--- config.mk ---
export PLATFORM = sky130hd
export DESIGN_NAME = cw_bus_arbiter_flat
export DESIGN_NICKNAME = d
export VERILOG_FILES = /design/src/rtl/cw_bus_arbiter_if.sv /design/src/rtl/cw_bus_arbiter.sv /design/src/flat_wrapper.sv
export SDC_FILE = /design/constraint.sdc
export NUM_CORES = 1
export LEC_CHECK = 0
export ABC_AREA = 1
export CORE_ASPECT_RATIO = 1.2
export CORE_MARGIN = 2
export CORE_UTILIZATION = 48
export CTS_BUF_LIST = sky130_fd_sc_hd__clkbuf_4
export DETAILED_ROUTE_END_ITERATION = 10
export GPL_ROUTABILITY_DRIVEN = 0
export PLACE_DENSITY = 0.89
export SKIP_CTS_REPAIR_TIMING = 1
export SYNTH_ARGS = -nofsm -noshare
export SYNTH_HDL_FRONTEND = slang
export SYNTH_SLANG_ARGS = --single-unit
--- constraint.sdc ---
create_clock -name i_clk -period 4.17 [get_ports i_clk]
set_input_delay 0.834 -clock i_clk [delete_from_list [all_inputs] [get_ports i_clk]]
set_output_delay 0.834 -clock i_clk [all_outputs]
set_load 0.01 [all_outputs]
--- src/rtl/cw_bus_arbiter_if.sv ---
// cw_bus_arbiter_if: master request/response ports and CW bus pad signals.
// The arbiter uses the master modport; masters, slave and pads see the slave modport.
interface cw_bus_arbiter_if;
    logic        m0_req, m1_req;
    logic        m0_we, m1_we;
    logic [15:0] m0_adr, m1_adr;
    logic [15:0] m0_wdat, m1_wdat;
    logic        m0_ack, m1_ack;
    logic        m0_err, m1_err;
    logic [15:0] m0_rdat, m1_rdat;
    logic [15:0] cw_io_i, cw_io_o;
    logic        cw_req, cw_dir;
    logic        cw_ack, cw_err;

    modport master (
        input  m0_req, m1_req, m0_we, m1_we, m0_adr, m1_adr, m0_wdat, m1_wdat,
        input  cw_io_i, cw_ack, cw_err,
        output m0_ack, m1_ack, m0_err, m1_err, m0_rdat, m1_rdat,
        output cw_io_o, cw_req, cw_dir
    );

    modport slave (
        output m0_req, m1_req, m0_we, m1_we, m0_adr, m1_adr, m0_wdat, m1_wdat,
        output cw_io_i, cw_ack, cw_err,
        input  m0_ack, m1_ack, m0_err, m1_err, m0_rdat, m1_rdat,
        input  cw_io_o, cw_req, cw_dir
    );
endinterface

--- src/rtl/cw_bus_arbiter.sv ---
// cw_bus_arbiter: round-robin two-master arbiter and sequencer for the 16-bit CW bus.
// Define CW_ARB_TIMEOUT_EN to add a WAIT timeout of 2^TIMEOUT_W-1 cycles.
module cw_bus_arbiter #(
    parameter int TIMEOUT_W = 8
) (
    input  logic               i_clk,
    input  logic               i_rst,
    cw_bus_arbiter_if.master   bus,
    output logic               o_busy,
    output logic               o_owner
);
    typedef enum logic [2:0] {IDLE, ADDR, DATA, WAIT, RESP} state_t;

    state_t      r_state, w_nxt;
    logic        r_last, r_owner, r_we, r_busy;
    logic [15:0] r_wdat;
    logic        r_cw_req, r_cw_dir;
    logic [15:0] r_cw_io;
    logic        r_m0_ack, r_m0_err, r_m1_ack, r_m1_err;
    logic [15:0] r_m0_rdat, r_m1_rdat;
    logic        w_take, w_gnt, w_we, w_fin, w_ok, w_tmo;
    logic [15:0] w_adr;

    assign w_gnt  = (bus.m0_req & bus.m1_req) ? ~r_last : bus.m1_req;
    assign w_take = (r_state == IDLE) & (bus.m0_req | bus.m1_req);
    assign w_we   = w_take ? (w_gnt ? bus.m1_we : bus.m0_we) : r_we;
    assign w_adr  = w_gnt ? bus.m1_adr : bus.m0_adr;
    // err outranks ack; a bare timeout also lands here as an error
    assign w_ok   = bus.cw_ack & ~bus.cw_err;
    assign w_fin  = (r_state == WAIT) & (w_nxt == RESP);

`ifdef CW_ARB_TIMEOUT_EN
    logic [TIMEOUT_W-1:0] r_cnt;
    // Fires in the last allowed WAIT cycle, the one whose increment would reach all-ones
    assign w_tmo = (r_state == WAIT) & (r_cnt == {{(TIMEOUT_W-1){1'b1}}, 1'b0});
    always_ff @(posedge i_clk or posedge i_rst) begin
        if (i_rst) r_cnt <= '0;
        else       r_cnt <= (r_state == WAIT) ? r_cnt + 1'b1 : '0;
    end
`else
    assign w_tmo = 1'b0;
`endif

    always_comb begin
        w_nxt = r_state;
        case (r_state)
            IDLE:    w_nxt = (bus.m0_req | bus.m1_req) ? ADDR : IDLE;
            ADDR:    w_nxt = r_we ? DATA : WAIT;
            DATA:    w_nxt = WAIT;
            WAIT:    w_nxt = (bus.cw_ack | bus.cw_err | w_tmo) ? RESP : WAIT;
            default: w_nxt = IDLE;
        endcase
    end

    always_ff @(posedge i_clk or posedge i_rst) begin
        if (i_rst) begin
            r_state   <= IDLE;
            r_last    <= 1'b1;
            r_owner   <= 1'b0;
            r_we      <= 1'b0;
            r_wdat    <= '0;
            r_busy    <= 1'b0;
            r_cw_req  <= 1'b0;
            r_cw_dir  <= 1'b0;
            r_cw_io   <= '0;
            r_m0_ack  <= 1'b0;
            r_m0_err  <= 1'b0;
            r_m1_ack  <= 1'b0;
            r_m1_err  <= 1'b0;
            r_m0_rdat <= '0;
            r_m1_rdat <= '0;
        end else begin
            r_state  <= w_nxt;
            r_busy   <= w_nxt != IDLE;
            r_cw_req <= (w_nxt == ADDR) | (w_nxt == DATA);
            r_cw_dir <= ((w_nxt == ADDR) | (w_nxt == WAIT)) ? w_we : (w_nxt == DATA);
            r_cw_io  <= (w_nxt == ADDR) ? w_adr :
                        ((w_nxt == DATA) | ((w_nxt == WAIT) & r_we)) ? r_wdat : '0;
            if (w_take) begin
                r_owner <= w_gnt;
                r_we    <= w_we;
                r_wdat  <= w_gnt ? bus.m1_wdat : bus.m0_wdat;
            end
            if (r_state == RESP) r_last <= r_owner;
            r_m0_ack <= w_fin & w_ok & ~r_owner;
            r_m0_err <= w_fin & ~w_ok & ~r_owner;
            r_m1_ack <= w_fin & w_ok & r_owner;
            r_m1_err <= w_fin & ~w_ok & r_owner;
            if (w_fin & w_ok & ~r_we & ~r_owner) r_m0_rdat <= bus.cw_io_i;
            if (w_fin & w_ok & ~r_we & r_owner)  r_m1_rdat <= bus.cw_io_i;
        end
    end

    assign bus.cw_req  = r_cw_req;
    assign bus.cw_dir  = r_cw_dir;
    assign bus.cw_io_o = r_cw_io;
    assign bus.m0_ack  = r_m0_ack;
    assign bus.m0_err  = r_m0_err;
    assign bus.m1_ack  = r_m1_ack;
    assign bus.m1_err  = r_m1_err;
    assign bus.m0_rdat = r_m0_rdat;
    assign bus.m1_rdat = r_m1_rdat;
    assign o_busy      = r_busy;
    assign o_owner     = r_owner;
endmodule

--- src/flat_wrapper.sv ---
// flat-port wrapper written by rule: the top's interface ports become plain ports
module cw_bus_arbiter_flat 
#(
    parameter int TIMEOUT_W = 8
)
  (i_clk, i_rst, o_busy, o_owner, bus_m0_req, bus_m1_req, bus_m0_we, bus_m1_we, bus_m0_adr, bus_m1_adr, bus_m0_wdat, bus_m1_wdat, bus_cw_io_i, bus_cw_ack, bus_cw_err, bus_m0_ack, bus_m1_ack, bus_m0_err, bus_m1_err, bus_m0_rdat, bus_m1_rdat, bus_cw_io_o, bus_cw_req, bus_cw_dir);
  cw_bus_arbiter_if bus_i ();
  input  logic i_clk;
  input  logic i_rst;
  output logic o_busy;
  output logic o_owner;
  input wire logic [$bits(bus_i.m0_req)-1:0] bus_m0_req;
  input wire logic [$bits(bus_i.m1_req)-1:0] bus_m1_req;
  input wire logic [$bits(bus_i.m0_we)-1:0] bus_m0_we;
  input wire logic [$bits(bus_i.m1_we)-1:0] bus_m1_we;
  input wire logic [$bits(bus_i.m0_adr)-1:0] bus_m0_adr;
  input wire logic [$bits(bus_i.m1_adr)-1:0] bus_m1_adr;
  input wire logic [$bits(bus_i.m0_wdat)-1:0] bus_m0_wdat;
  input wire logic [$bits(bus_i.m1_wdat)-1:0] bus_m1_wdat;
  input wire logic [$bits(bus_i.cw_io_i)-1:0] bus_cw_io_i;
  input wire logic [$bits(bus_i.cw_ack)-1:0] bus_cw_ack;
  input wire logic [$bits(bus_i.cw_err)-1:0] bus_cw_err;
  output wire logic [$bits(bus_i.m0_ack)-1:0] bus_m0_ack;
  output wire logic [$bits(bus_i.m1_ack)-1:0] bus_m1_ack;
  output wire logic [$bits(bus_i.m0_err)-1:0] bus_m0_err;
  output wire logic [$bits(bus_i.m1_err)-1:0] bus_m1_err;
  output wire logic [$bits(bus_i.m0_rdat)-1:0] bus_m0_rdat;
  output wire logic [$bits(bus_i.m1_rdat)-1:0] bus_m1_rdat;
  output wire logic [$bits(bus_i.cw_io_o)-1:0] bus_cw_io_o;
  output wire logic [$bits(bus_i.cw_req)-1:0] bus_cw_req;
  output wire logic [$bits(bus_i.cw_dir)-1:0] bus_cw_dir;
  assign bus_i.m0_req = bus_m0_req;
  assign bus_i.m1_req = bus_m1_req;
  assign bus_i.m0_we = bus_m0_we;
  assign bus_i.m1_we = bus_m1_we;
  assign bus_i.m0_adr = bus_m0_adr;
  assign bus_i.m1_adr = bus_m1_adr;
  assign bus_i.m0_wdat = bus_m0_wdat;
  assign bus_i.m1_wdat = bus_m1_wdat;
  assign bus_i.cw_io_i = bus_cw_io_i;
  assign bus_i.cw_ack = bus_cw_ack;
  assign bus_i.cw_err = bus_cw_err;
  assign bus_m0_ack = bus_i.m0_ack;
  assign bus_m1_ack = bus_i.m1_ack;
  assign bus_m0_err = bus_i.m0_err;
  assign bus_m1_err = bus_i.m1_err;
  assign bus_m0_rdat = bus_i.m0_rdat;
  assign bus_m1_rdat = bus_i.m1_rdat;
  assign bus_cw_io_o = bus_i.cw_io_o;
  assign bus_cw_req = bus_i.cw_req;
  assign bus_cw_dir = bus_i.cw_dir;
  cw_bus_arbiter #(.TIMEOUT_W(TIMEOUT_W)) u_core (.i_clk(i_clk), .i_rst(i_rst), .bus(bus_i), .o_busy(o_busy), .o_owner(o_owner));
endmodule
==> metrics.txt, run 1 <==
fraction of layout instances using a drive strength above 1 5.64%; kind of start point of the critical path flop; clock insertion delay at the later pin of the skew report 0.42 ns; static power due to leakage 2.40 nW; biggest fanout along the worst timing path 22; area taken by flip-flops and latches 1930 um^2; Global Route met3 Usage 5.22%; per-cell via count in the routed design 5.41; Clock Pin Slew Worst Setup and Hold Paths 0.12 ns; worst setup path endpoint o_owner; result of the run completed; IO Port Bufs 143; post-layout instance area 4970 um^2; maximum clock path buffer count 2; antenna violations before repair 0; Period Utilization, post-route 68.1%; Antenna Cells 0; worst setup path class flop to output port; cell with the biggest individual delay on the critical path dfrtp_1; number of CTS-inserted buffers 9; detailed placer's ending HPWL 6500 um; largest net degree at the start of global routing 48; CP Capture Type output port; root buffer cell clkbuf_4; Worst Reg-to-Reg Cells 6; H-tree lvl count 3; I/O pin count 144; Hold Worst Slack 0.485 ns; most frequent cells in the layout 143 x clkdlybuf4s50_1, 107 x nand2_1, 76 x dfrtp_1; most congested layer reported by global routing met2; floorplan die height 96.9 um; multi-input logic area 1260 um^2; starting density of the core 50.0%; DRT iter0 DRCs 108; post-synthesis to final-layout area growth 44.2%; clock skew after layout 0.0175 ns; total core area 6900 um^2; post-route worst setup slack 1.33 ns; mean instance size in the synthesized netlist 9.13 um^2; data required time at the worst endpoint 3.34 ns; sum of routed wire length over all layers 9010 um; count of nets left with antenna violations after detail routing 0; netlist area before placement 3450 um^2; Max Cap Viol 0; Syn Nets 466; cells along the critical path clkdlybuf4s50_1; largest area contributor in the netlist dfrtp_1; per-cell routed wire length 15.0 um; area of the die 7890 um^2; Crit Reg-Reg Startpoint u_core.r_last; Congestion Overflow GR 0; peak clock frequency supported by timing 352 MHz; all-layer global routing usage 24.1%; Hold Path Class flop to flop; setup TNS 0 ns; clock period minus worst slack 2.84 ns; #FFs+latches synth 77; M2 GR Usage 39.0%; via count of the first global-routing pass 3183; number of distinct library cell variants in the gate-level netlist after synthesis 24; first-pass detailed-route iteration total 4; number of remaining DRC errors 0; number of hold violations in the final report 0; commonest non-fill, non-tap cell in the layout clkdlybuf4s50_1; detailed-route via count 3253; placed instance area 4850 um^2; total chip power 3.10 mW; most area-consuming cells after synthesis dfrtp_1 55%, nand2_1 12%, nand3_1 9.9%, a2bb2oi_1 4.1%, o211ai_1 3.5%; CP Depth 1; endpoint of the lowest-slack register-to-register path u_core.bus.cw_io_o[6]; Yosys Warn Count 0; min-delay src u_core.bus.m0_rdat[7]; PwrDens 623 nW/um^2; number of endpoints failing setup at the final stage 0; share of the yosys chip area belonging to registers 55.9%; Setup Slack @ Placement 1.02 ns; Clock Sinks 77; max-slew headroom at the worst pin 44.3%; Worst R2R Setup Slack 2.05 ns; slew at the pin closest to its max-slew limit 0.836 ns; largest stage delay on the critical path 0.91 ns; num rows 33; share of the synthesized area in the top cell type 55.1%; CP Buf/Inv Count 1; top cell family by delay on the critical path flip-flops; Worst EP arrival 2.01 ns; maximum vdd drop 318 uV; clock tree from TritonCTS yes; setup repair after global routing missed its margin false; startpoint of the worst setup timing path u_core.o_owner; FILL cells 474; Max Slew Vio Count 0; die span in x 81.4 um; global-route track usage on met1 30.7%; first-pass GRT wire length 14800 um; layout net count 598; synthesized instance count 378
## flip-flops by register name (all words and copies together), names as in the netlist, 3 cells and up
register and count:
u_core.bus.m0_rdat 16, u_core.r_wdat 16, u_core.bus.cw_io_o 16, u_core.r_state 3, u_core.bus.m1_rdat 16
## through the flow
stage,cells,utilization [%]
after CTS,601,72.1
final,601,72.1
after global placement,586,70.4
after detailed placement,586,70.4
after global routing,601,72.1
after floorplan,378,-
## worst min path at each step
stage | end | cells past startpoint
6_report | u_core.bus.m0_rdat[7] | 2
4_1_cts | u_core.bus.m0_rdat[1] | 2
3_3_place_gp | u_core.bus.m0_rdat[7] | 2
5_1_grt | u_core.bus.m0_rdat[1] | 2
2_1_floorplan | u_core.bus.cw_io_o[0] | 2
3_5_place_dp | u_core.bus.m0_rdat[1] | 2
## cells by family (layout without fill, tap and decap cells)
family,count (synthesis),after routing,synth area share [%]
simple gates,195,195,25.7
flops,77,77,55.9
compound gates,55,55,10.9
buf+inv,51,187,7.54
## final cells by class
cell class | instances | area share [%]
sequential | 77 | 38.8
clock inverter | 6 | 1.11
tap | 87 | 2.19
inverter | 26 | 1.99
clock buffer | 9 | 1.36
timing repair buffer | 146 | 29.2
multi-input combinational | 250 | 25.4
## per-layer routing
layer | up-vias | share of wire (%)
met3 | 17 | 9.1
met2 | 188 | 50
li1 | 1522 | -
met1 | 1526 | 39
met5 | - | 0
met4 | 0 | 1.8
## synthesized netlist by cell type
| library cell | count |
|---|---|
| buf_2 | 7 |
| dfstp_2 | 1 |
| o21ai_0 | 5 |
| nand2_4 | 3 |
| nand2_2 | 2 |
| inv_2 | 2 |
| nand3_2 | 2 |
| or3_1 | 1 |
| buf_4 | 4 |
| and2_1 | 1 |
| o211ai_1 | 16 |
| buf_1 | 2 |
| a31oi_1 | 1 |
| nor2_4 | 1 |
| buf_6 | 6 |
| dfrtp_1 | 76 |
| a21oi_1 | 17 |
| nor2_8 | 1 |
| clkbuf_1 | 6 |
| nor2_1 | 9 |
| nand2_1 | 107 |
| nand3_1 | 68 |
| inv_1 | 24 |
| a2bb2oi_1 | 16 |
## where the power goes
part           switching (mW)  total, mW  internal, mW
Combinational           0.720       1.42         0.696
Clock                   0.244      0.418         0.174
Sequential              0.204       1.26          1.06
Total                    1.17       3.10          1.93
No activity file was read; power rests on OpenSTA's default activity.
==> inputs of run 2 (changes only) <==
--- a/config.mk
+++ b/config.mk
@@ -8,11 +8,11 @@
 export ABC_AREA = 1
 export CORE_ASPECT_RATIO = 1.2
 export CORE_MARGIN = 2
-export CORE_UTILIZATION = 48
+export CORE_UTILIZATION = 40
 export CTS_BUF_LIST = sky130_fd_sc_hd__clkbuf_4
 export DETAILED_ROUTE_END_ITERATION = 10
 export GPL_ROUTABILITY_DRIVEN = 0
-export PLACE_DENSITY = 0.89
+export PLACE_DENSITY = 0.79
 export SKIP_CTS_REPAIR_TIMING = 1
 export SYNTH_ARGS = -nofsm -noshare
 export SYNTH_HDL_FRONTEND = slang
==> constraint.sdc (replaced) <==
create_clock -name i_clk -period 2.3 [get_ports i_clk]
set_input_delay 0.46 -clock i_clk [delete_from_list [all_inputs] [get_ports i_clk]]
set_output_delay 0.46 -clock i_clk [all_outputs]
set_load 0.01 [all_outputs]
==> run 2 against run 1 <==
  * Power grew 93%
  * Non-clock buffer count grew 9
  * Register-to-register slack lost 1.3 ns
  * Clock power grew 150%
  * Routed wire length grew 0.93%
  * Utilization shrank 11 points
  * First-iteration DRC count grew 32%
  * Global-route usage shrank 4.1 points
  * Setup slack lost 0.84 ns
  * Sequential power grew 77%
  * Highest routed layer unchanged
  * Die area grew 19%
  * Via count grew 0.18%
==> metrics.txt, run 2 (synthesized netlist as in run 1, its figures left out) <==
antenna violations before repair 0 (unchanged); static power due to leakage 2.48 nW (+3.4%); maximum clock path buffer count 2 (unchanged); CP Capture Type output port; Period Utilization, post-route 78.5%; post-synthesis to final-layout area growth 50.2%; num rows 37 (+12%); root buffer cell clkbuf_4; detailed-route via count 3259 (+0.18%); most frequent cells in the layout 143 x clkdlybuf4s50_1, 107 x nand2_1, 76 x dfrtp_1; peak clock frequency supported by timing 554 MHz; clock tree from TritonCTS yes; Max Cap Viol 0 (unchanged); largest stage delay on the critical path 0.55 ns (-0.36 ns); all-layer global routing usage 20.0% (-4.1 points); per-cell via count in the routed design 5.08 (-6.1%); placed instance area 5000 um^2 (+3.0%); Clock Sinks 77 (unchanged); number of hold violations in the final report 0 (unchanged); clock period minus worst slack 1.81 ns; cell with the biggest individual delay on the critical path clkdlybuf4s50_1; Cell Int Power 3.84 mW (+99%); H-tree lvl count 3 (unchanged); Antenna Cells 0 (unchanged); largest net degree at the start of global routing 78 (+63%); I/O pin count 144 (unchanged); first-pass GRT wire length 14700 um (-0.98%); IO Port Bufs 143 (unchanged); floorplan die height 106 um (+9.2%); slew at the pin closest to its max-slew limit 0.407 ns (-0.428 ns); worst setup path class flop to output port; total core area 8470 um^2 (+23%); area of the die 9390 um^2 (+19%); post-layout instance area 5180 um^2 (+4.2%); layout net count 607 (+1.5%); number of remaining DRC errors 0 (unchanged); switching portion of total power 35.8% (-1.9 points); relative contribution of the clock network to total power 17.1% (+3.6 points); commonest non-fill, non-tap cell in the layout clkdlybuf4s50_1; placed insts 625 (+6.7%); top cell family by delay on the critical path buffers and inverters; Clock Pin Slew Worst Setup and Hold Paths 0.13 ns (about the same); maximum vdd drop 619 uV (+95%); per-cell routed wire length 14.2 um (-5.4%); final standard cell count with taps included and fillers excluded 641 (+6.7%); clock skew after layout 0.0115 ns (-0.00598 ns); Max Slew Vio Count 0 (unchanged); biggest fanout along the worst timing path 2 (-91%); count of nets left with antenna violations after detail routing 0 (unchanged); Hold Path Class primary input to async pin; kind of start point of the critical path flop; FILL cells 710 (+50%); Worst EP arrival 1.35 ns (-0.66 ns); detailed placer's ending HPWL 6690 um (+2.9%); CP Buf/Inv Count 1 (unchanged); PwrDens 1150 nW/um^2 (+85%); clock insertion delay at the later pin of the skew report 0.41 ns (about the same); number of endpoints failing setup at the final stage 0 (unchanged); result of the run completed; sequential group share of total power 37.3% (-3.5 points); Congestion Overflow GR 0 (unchanged); starting density of the core 40.7% (-9.3 points); total chip power 5.98 mW (+93%); cells along the critical path clkdlybuf4s50_1; first-pass detailed-route iteration total 5 (+1); sum of routed wire length over all layers 9090 um (+0.93%); data required time at the worst endpoint 1.84 ns (-1.50 ns); fraction of layout instances using a drive strength above 1 7.82% (+2.2 points); die span in x 88.8 um (+9.1%); combinational share of power 45.6% (about the same); via count of the first global-routing pass 3176 (-0.22%); max-slew headroom at the worst pin 72.8% (+29 points); switching power 2.14 mW (+83%); number of CTS-inserted buffers 9 (unchanged); setup TNS 0 ns (unchanged); setup repair after global routing missed its margin false; DRT iter0 DRCs 143 (+32%)
[run 2: cell type report]
class                      instances  area (um^2)  share of cell area (%)
multi-input combinational        250         1260                    24.4
timing repair buffer             155         1560                    30.1
clock inverter                     6          111                    2.15
sequential                        77         1930                    37.2
inverter                          26          101                    1.96
clock buffer                      10         75.1                    1.45
tap                              117          146                    2.82
[run 2: layer usage]
| layer | track usage, % | up-vias | wire length, um |
|---|---|---|---|
| li1 | - | 1543 | - |
| met1 | 25.0 | 1547 | 3560 |
| met2 | 34.1 | 152 | 4710 |
| met4 | 7.47 | 0 | 135 |
| met3 | 3.13 | 17 | 689 |
| met5 | 0 | - | 0 |
[run 2: metrics by stage]
stage               util, %  hold WS (ns)  setup WS [ns]
finish                 61.2         0.476          0.494
CTS                    61.2         0.482          0.458
global placement       59.0         0.453          0.353
global route           61.2         0.505          0.428
floorplan                 -         0.470          0.867
detailed placement     59.0         0.459          0.298
[run 2: power groups by stage]
stage | Combinational [mW] | Sequential, mW | Clock [mW]
global route | 3.01 | 2.29 | 1.10
CTS | 2.75 | 2.23 | 1.04
finish | 2.72 | 2.23 | 1.03
global placement | 2.68 | 2.24 | 0
detailed placement | 2.75 | 2.25 | 0
floorplan | 1.34 | 2.38 | 0
[run 2: worst paths after layout]
| kind | slack (ns) | end | cells after the start | start |
|---|---|---|---|---|
| min in group i_clk | 0.49 | u_core.bus.m0_rdat[7] | 2 | u_core.bus.m0_rdat[7] |
| max reg2reg | 0.70 | u_core.bus.cw_io_o[2] | 6 | u_core.r_state[0] |
| max | 0.49 | bus_m0_rdat[12] | 1 | u_core.bus.m0_rdat[12] |
| min reg2reg | 0.49 | u_core.bus.m0_rdat[7] | 2 | u_core.bus.m0_rdat[7] |
| max in group asynchronous | 1.45 | u_core.r_last | 3 | i_rst |
| min | 0.48 | u_core.bus.m0_rdat[4] | 3 | i_rst |
==> inputs of run 3 (changes only) <==
--- a/config.mk
+++ b/config.mk
@@ -8,11 +8,11 @@
 export ABC_AREA = 1
 export CORE_ASPECT_RATIO = 1.2
 export CORE_MARGIN = 2
-export CORE_UTILIZATION = 40
+export CORE_UTILIZATION = 44
 export CTS_BUF_LIST = sky130_fd_sc_hd__clkbuf_4
 export DETAILED_ROUTE_END_ITERATION = 10
 export GPL_ROUTABILITY_DRIVEN = 0
-export PLACE_DENSITY = 0.79
+export PLACE_DENSITY = 0.82
 export SKIP_CTS_REPAIR_TIMING = 1
 export SYNTH_ARGS = -nofsm -noshare
 export SYNTH_HDL_FRONTEND = slang
==> constraint.sdc (replaced) <==
create_clock -name i_clk -period 1.8 [get_ports i_clk]
set_input_delay 0.36 -clock i_clk [delete_from_list [all_inputs] [get_ports i_clk]]
set_output_delay 0.36 -clock i_clk [all_outputs]
set_load 0.01 [all_outputs]
==> run 3 against run 2 <==
  * Clock-buffer cell count decreased by 1
  * Clock power fell by 15%
  * Global-route usage grew 1.8 points
  * Setup slack worse by 0.41 ns
  * Power is 23% higher
  * Cell area fell by 0.24%
  * Routed wire length shrank 0.82%
  * Sequential share of layout area is 0.090 points higher
  * Critical path depth did not move
  * Flip-flop and latch count did not move
  * Cell count shrank 2.5%
  * Utilization grew 6.3 points
  * Critical path type unchanged
  * Largest power group unchanged
  * Highest routed layer unchanged
==> metrics.txt, run 3 (synthesized netlist as in run 1, its figures left out) <==
number of hold violations in the final report 0 (unchanged); cells along the critical path clkdlybuf4s50_1; Worst Reg-to-Reg Cells 6 (unchanged); placed instance area 5060 um^2 (+1.2%); largest stage delay on the critical path 0.54 ns (about the same); final standard cell count with taps included and fillers excluded 625 (-2.5%); Clock Pin Slew Worst Setup and Hold Paths 0.14 ns (about the same); post-layout instance area 5170 um^2 (-0.24%); per-cell routed wire length 14.4 um (+1.7%); result of the run completed; detailed-route via count 3195 (-2.0%); clock skew after layout 0.0240 ns (+0.0126 ns); setup repair after global routing missed its margin false; first-pass detailed-route iteration total 4 (-1); first-pass GRT wire length 14900 um (+1.2%); count of nets left with antenna violations after detail routing 0 (unchanged); Clock Sinks 77 (unchanged); Worst R2R Setup Slack 0.22 ns (-0.48 ns); DRT iter0 DRCs 165 (+15%); all-layer global routing usage 21.8% (+1.8 points); area taken by flip-flops and latches 1930 um^2 (unchanged); maximum vdd drop 759 uV (+23%); maximum clock path buffer count 2 (unchanged); PwrDens 1430 nW/um^2 (+24%); Max Slew Vio Count 0 (unchanged); number of endpoints failing setup at the final stage 0 (unchanged); CP Capture Type output port; via count of the first global-routing pass 3093 (-2.6%); clock insertion delay at the later pin of the skew report 0.43 ns (+0.02 ns); detailed placer's ending HPWL 6720 um (+0.52%); root buffer cell clkbuf_4; commonest non-fill, non-tap cell in the layout clkdlybuf4s50_1; H-tree lvl count 3 (unchanged); cell with the biggest individual delay on the critical path clkdlybuf4s50_1; CP Buf/Inv Count 1 (unchanged); layout net count 616 (+1.5%); most frequent cells in the layout 142 x clkdlybuf4s50_1, 107 x nand2_1, 76 x dfrtp_1; floorplan die height 101 um (-4.5%); endpoint of the lowest-slack register-to-register path u_core.bus.cw_io_o[9]; multi-input logic area 1260 um^2 (unchanged); biggest fanout along the worst timing path 2 (unchanged); sum of routed wire length over all layers 9020 um (-0.82%); clock tree from TritonCTS yes; number of remaining DRC errors 0 (unchanged); worst setup path class flop to output port; number of CTS-inserted buffers 9 (unchanged); top cell family by delay on the critical path buffers and inverters; static power due to leakage 2.51 nW (+1.1%); Antenna Cells 0 (unchanged); max-slew headroom at the worst pin 73.3% (+0.48 points); I/O pin count 144 (unchanged); FILL cells 625 (-12%); per-cell via count in the routed design 5.11 (+0.55%); Crit Reg-Reg Startpoint u_core.r_state[0]; peak clock frequency supported by timing 584 MHz; largest net degree at the start of global routing 78 (unchanged); core occupancy in the finished layout 67.5% (+6.3 points); IO Port Bufs 143 (unchanged); Hold Path Class primary input to async pin; fraction of layout instances using a drive strength above 1 9.19% (+1.4 points); starting density of the core 45.0% (+4.3 points); post-synthesis to final-layout area growth 49.9%; num rows 35 (-5.4%); area of the die 8570 um^2 (-8.7%); total core area 7660 um^2 (-9.5%); slew at the pin closest to its max-slew limit 0.400 ns (-0.00719 ns); antenna violations before repair 0 (unchanged); kind of start point of the critical path flop; clock period minus worst slack 1.71 ns; Congestion Overflow GR 0 (unchanged); Worst EP arrival 1.35 ns (about the same); die span in x 84.8 um (-4.4%); Period Utilization, post-route 95.1%; placed insts 609 (-2.6%); Max Cap Viol 0 (unchanged); data required time at the worst endpoint 1.44 ns (-0.40 ns)
[run 3: cell types whose count changed in the layout (fill, tap and decap cells not counted), moves of 2 or more]
cell       change
buf_4          +7
bufinv_16      -3
buf_12         +2
clkinv_2       +2
[run 3: worst max-delay path by stage]
stage                            from                endpoint  cells past startpoint
2_1_floorplan           u_core.r_last  u_core.bus.cw_io_o[12]                      6
3_3_place_gp               bus_m1_req   u_core.bus.cw_io_o[8]                      8
3_5_place_dp               bus_m1_req  u_core.bus.cw_io_o[13]                      8
4_1_cts                u_core.o_owner                 o_owner                      1
5_1_grt        u_core.bus.m1_rdat[12]         bus_m1_rdat[12]                      1
6_report       u_core.bus.m1_rdat[12]         bus_m1_rdat[12]                      1
[run 3: layout make-up]
| class | instances | area share, % |
|---|---|---|
| inverters | 26 | 1.96 |
| multi-input cells | 250 | 24.4 |
| repair buffers | 164 | 32.0 |
| well taps | 92 | 2.23 |
| flip-flops and latches | 77 | 37.3 |
| clock inverters | 7 | 0.823 |
| clock buffers | 9 | 1.31 |
[run 3: per-stage QoR]
step           setup slack [ns]  total power, mW  TNS [ns]  hold WS, ns
3_3_place_gp            -0.0218             6.43    -0.283        0.454
2_1_floorplan             0.451             4.76         0        0.470
6_report                 0.0877             7.37         0        0.369
5_1_grt                  0.0221             7.92         0        0.424
3_5_place_dp             -0.127             6.58     -2.44        0.458
4_1_cts                  0.0373             7.45         0        0.384
[run 3: metal layers]
| metal | wire length [um] | GRT usage [%] | vias up |
|---|---|---|---|
| li1 | - | - | 1564 |
| met1 | 3760 | 28.0 | 1486 |
| met2 | 4540 | 37.3 | 128 |
| met3 | 517 | 3.11 | 17 |
| met4 | 193 | 8.67 | 0 |
| met5 | 0 | 0 | - |
[run 3: where the power goes]
group / switching (mW) / internal (mW) / leakage (nW)
sequential: 0.398 / 2.45 / 0.972
combinational: 1.76 / 1.88 / 1.48
clock: 0.606 / 0.274 / 0.0591
